**config.mk**
```make
export PLATFORM = sky130hd
export DESIGN_NAME = fp_alu_arbiter
export DESIGN_NICKNAME = d
export VERILOG_FILES = /design/src/rtl/fp_alu_pkg.sv /design/src/rtl/rr_arb2.sv /design/src/rtl/fp_alu_arbiter.sv
export SDC_FILE = /design/constraint.sdc
export NUM_CORES = 1
export LEC_CHECK = 0
export CORE_AREA = 2 2 106 108
export DETAILED_ROUTE_END_ITERATION = 16
export DIE_AREA = 0 0 108 110
export GPL_ROUTABILITY_DRIVEN = 0
export HOLD_SLACK_MARGIN = 0.05
export PLACE_DENSITY = 0.65
export SYNTH_ARGS = -nofsm -noshare
export SYNTH_HDL_FRONTEND = slang
export SYNTH_HIERARCHICAL = 1
export SYNTH_SLANG_ARGS = --single-unit
```
**constraint.sdc**
```tcl
create_clock -name clk -period 1.8 [get_ports clk]
set_input_delay 0.45 -clock clk [delete_from_list [all_inputs] [get_ports clk]]
set_output_delay 0.45 -clock clk [all_outputs]
set_load 0.05 [all_outputs]
```
**src/rtl/fp_alu_pkg.sv**
```systemverilog
// Shared definitions for the two-requester FP ALU front end: default widths,
// op encodings and the in-flight tag layout.
package fp_alu_pkg;

  localparam int unsigned DATA_W_DEF  = 32;
  localparam int unsigned ALU_LAT_DEF = 2;
  localparam int unsigned OP_W        = 2;

  typedef enum logic [OP_W-1:0] {
    OP_ADD  = 2'b00,
    OP_SUB  = 2'b01,
    OP_MUL  = 2'b10,
    OP_RSVD = 2'b11
  } fp_op_e;

  // One entry of the latency-matching pipeline: was an op issued, and by whom.
  typedef struct packed {
    logic valid;
    logic id;
  } tag_t;

endpackage

```
**src/rtl/rr_arb2.sv**
```systemverilog
// Two-way round-robin arbiter. The grant is combinational; the priority pointer
// moves to the losing side whenever a grant is given.
module rr_arb2
  import fp_alu_pkg::*;
(
  input  logic       clk,
  input  logic       rst_n,
  input  logic [1:0] valid_i,
  output logic [1:0] grant_o
);

  logic ptr_q;
  logic ptr_d;

  // Grant is suppressed while in reset so nothing issues from a half-reset state.
  always_comb begin
    grant_o = 2'b00;
    ptr_d   = ptr_q;
    if (rst_n) begin
      case (valid_i)
        2'b01:   grant_o = 2'b01;
        2'b10:   grant_o = 2'b10;
        2'b11:   grant_o = ptr_q ? 2'b10 : 2'b01;
        default: grant_o = 2'b00;
      endcase
    end
    if (|grant_o) begin
      ptr_d = grant_o[0];
    end
  end

  always_ff @(posedge clk or negedge rst_n) begin
    if (!rst_n) begin
      ptr_q <= 1'b0;
    end else begin
      ptr_q <= ptr_d;
    end
  end

endmodule

```
**src/rtl/fp_alu_arbiter.sv**
```systemverilog
// Shares one fixed-latency FP ALU between two requesters; a tag shift register
// matches the ALU latency so each result is steered back to its issuer.
module fp_alu_arbiter
  import fp_alu_pkg::*;
#(
  parameter int unsigned DATA_W  = DATA_W_DEF,
  parameter int unsigned ALU_LAT = ALU_LAT_DEF
) (
  input  logic                   clk,
  input  logic                   rst_n,
  input  logic [1:0]             req_valid,
  output logic [1:0]             req_ready,
  input  logic [1:0][DATA_W-1:0] req_para1,
  input  logic [1:0][DATA_W-1:0] req_para2,
  input  logic [1:0][OP_W-1:0]   req_op,
  output logic [DATA_W-1:0]      alu_para1,
  output logic [DATA_W-1:0]      alu_para2,
  output logic [OP_W-1:0]        alu_op,
  input  logic [DATA_W-1:0]      alu_out,
  input  logic                   alu_under_overflow,
  input  logic                   alu_zero,
  output logic [1:0]             rsp_valid,
  output logic [DATA_W-1:0]      rsp_data,
  output logic                   rsp_under_overflow,
  output logic                   rsp_zero,
  output logic                   busy
);

  logic [1:0] grant;
  logic       hs;
  logic       gid;
  tag_t       tag_q [ALU_LAT];
  tag_t       tag_d [ALU_LAT];
  tag_t       out_tag;

  rr_arb2 u_arb (
    .clk     (clk),
    .rst_n   (rst_n),
    .valid_i (req_valid),
    .grant_o (grant)
  );

  assign req_ready = grant;

  // Operand mux toward the ALU; idle cycles present a reserved op on zero operands.
  always_comb begin
    hs        = |grant;
    gid       = grant[1];
    alu_para1 = '0;
    alu_para2 = '0;
    alu_op    = OP_W'(OP_RSVD);
    if (hs) begin
      alu_para1 = req_para1[gid];
      alu_para2 = req_para2[gid];
      alu_op    = req_op[gid];
    end
  end

  always_comb begin
    tag_d[0] = '{valid: hs, id: gid};
    for (int unsigned i = 1; i < ALU_LAT; i++) begin
      tag_d[i] = tag_q[i-1];
    end
  end

  always_ff @(posedge clk or negedge rst_n) begin
    if (!rst_n) begin
      for (int unsigned i = 0; i < ALU_LAT; i++) begin
        tag_q[i] <= '0;
      end
    end else begin
      for (int unsigned i = 0; i < ALU_LAT; i++) begin
        tag_q[i] <= tag_d[i];
      end
    end
  end

  assign out_tag = tag_q[ALU_LAT-1];

  // The ALU result lines up with the oldest tag, so responses pass straight through.
  always_comb begin
    rsp_valid              = 2'b00;
    rsp_valid[out_tag.id]  = out_tag.valid;
    busy                   = 1'b0;
    for (int unsigned i = 0; i < ALU_LAT; i++) begin
      busy = busy | tag_q[i].valid;
    end
  end

  assign rsp_data           = alu_out;
  assign rsp_under_overflow = alu_under_overflow;
  assign rsp_zero           = alu_zero;

endmodule

```
==> results.cfg <==
[outcome]
status = finished with violations
violations = negative setup slack

[yosys]
syn-cell-area_um2 = 1390
ys_warn_count = 6
synthTopCellsByArea = nand2_1, buf_4, o21ai_1
avgSynthCellArea_um2 = 5.18
yosysTopAreaCell = nand2_1
synthFlopType = dfrtp_1
synth-seq-area-share_pct = 8.98
ys_ff_latch = 5
synth_cell_types = 16
ys_async_sr_fraction_pct = 100
synth-edff-count = 0
synth_most_common_cell = nand2_1
synth_common_cells = nand2_1, buf_4, o21ai_1, o21ai_0, buf_2
synth_top_area_share_pct = 35.0
syn-num-nets = 439
netlist_instances = 269

[timing]
hold_viol = 0
timing.final.crit_share_pct = 116
worst_slack_ps = -286
slew_viol_final = 0
finClkSkew_ps = 2.33
relSlewSlack_pct = 82.1
rsz0062_at_grt = yes
period_needed_ps = 2090
max_freq_ghz = 0.479
setup_viol_count_final = 68
whs_ps = 140
max_slew.worst_pin.slew_ps = 267

[grt]
antenna_found_initial = 0
grt_pass1_wl_um = 14100
grt_pass1_vias = 2869
grt_busiest_layer = met2
grt_max_degree = 20
grt_usage_pct = 15.3
use_met2_pct = 32.0
use_met3_pct = 5.00
met1_usage_pct = 13.8
grt.overflow.total = 0

[clock_tree]
clock_sinks = 5
clk_pin_slew_ps = 40
cts_tree = yes
clock_latency_ps = 220
htreeDepth = 1
cts_buffers = 3
cts_root_buf = clkbuf_8
clockBufferDepth = 2
hold_buffers = 0

[floorplanning]
die-height_um = 110
io_pins = 275
placementRows = 38
die_w_um = 108
initial_utilization_pct = 13.0
core-area_um2 = 10700
die-area_um2 = 11900

[power]
power_density_nw_per_um2 = 413
p_total_w = 0.00275
ir_drop_mv = 0.203
p_leak_nw = 2.75

[detailed_routing]
drt-initial-drc-count = 43
vias = 2741
drt_first_pass_iters = 4
viasPerCell = 4.24
routed_wl_um = 10700
ant_nets = 0
drc = 0
wl_per_cell_um = 16.5

[finish]
register_area_um2 = 126
multi_input_area_um2 = 2200
final_core_util_pct = 62.2
drive_above_1_share_pct = 68.4
area_growth_pct = 377
antennaDiodeCount = 0
nFillCells = 787
fin_nets = 678

[worst_setup_path]
critPathArrivalTime_ps = 1640
path_max_fanout = 8
crit_type = flop to output port
required_ps = 1350
start_kind = flop
cp-end-kind = output port

[placement]
post-dp-hpwl_um = 7180
portBuffers = 206

[worst_hold_path]
min_path_type = primary input to asynchronous set/reset pin

[job]
cap_violations = 0
[worst paths after layout]
check | start | cells after the start | to | slack, ps
max | u_arb/ptr_q | 7 | alu_para1[8] | -290
min reg2reg | tag_d[0] | 0 | out_tag[0] | 350
max reg2reg | u_arb/ptr_q | 7 | tag_d[1] | 330
min in group clk | tag_d[0] | 0 | out_tag[0] | 350
min | rst_n | 2 | tag_d[1] | 140
max in group asynchronous | rst_n | 2 | u_arb/ptr_q | 1530
[flip-flops by register name (all words and copies together) (netlist names)]
signal,count
u_arb/ptr_q,1
tag_d,2
out_tag,2
[report_power, final]
group	leakage, nW	internal, W	total, W	switching [W]
Combinational	2.66	0.00128	0.00241	0.00112
Clock	0.0255	0.000148	0.000202	0.0000538
Sequential	0.0615	0.000126	0.000136	0.00000941
[repair_timing]
action                                 in CTS  in global routing
setup endpoints to repair                  68                 68
pin swaps                                  13                 52
cloned                                      9                  9
endpoints found under the hold margin       0                  0
resized for setup                          98                132
buffers inserted                           15                 10
[layout make-up]
| class | instances | share of cell area (%) |
|---|---|---|
| multi-input cells | 208 | 33.1 |
| inverters | 1 | 0.0564 |
| clock inverters | 1 | 0.0752 |
| clock buffers | 3 | 0.620 |
| repair buffers | 289 | 61.6 |
| flip-flops and latches | 5 | 1.90 |
| well taps | 140 | 2.63 |
[stage by stage]
stage / cells / setup slack, ps / TNS, ps / area, um^2
floorplan: 269 / -261 / -15580 / 2340
global placement: 608 / -739 / -47220 / 5290
detailed placement: 608 / -763 / -48600 / 5290
CTS: 636 / -380 / -22670 / 6040
global route: 647 / -358 / -20450 / 6660
finish: 647 / -286 / -16790 / 6660
[critical path: stages (launching register included)]
cell and delay, ps:
dfrtp_2 390, inv_2 60, a21oi_4 270, buf_12 220, clkbuf_16 180, nand2_2 70
o21ai_4 70, buf_12 150
[routing by layer]
metal  vias up  share of wire (%)
li1       1312                  -
met1      1269                 32
met2       144                 57
met3        16                8.7
met4         0                1.6
met5         -                  0
[layout by cell type (no fill, tap or decap), drive strengths merged]
cell type	instances
buf	149
clkinv	1
dfrtp	5
clkbuf	11
and3	1
clkdlybuf4s50	132
inv	1
or2	2
and2	1
nor2	2
o21ai	64
nor2b	3
nand2	130
a21oi	5
[cells by family after synthesis]
| group | count (synthesis) | share of synthesized area, % |
|---|---|---|
| flops | 5 | 8.98 |
| buf+inv | 56 | 27.3 |
| compound gates | 69 | 25.0 |
| simple gates | 139 | 38.7 |
Power figures use the tool's default switching activity.
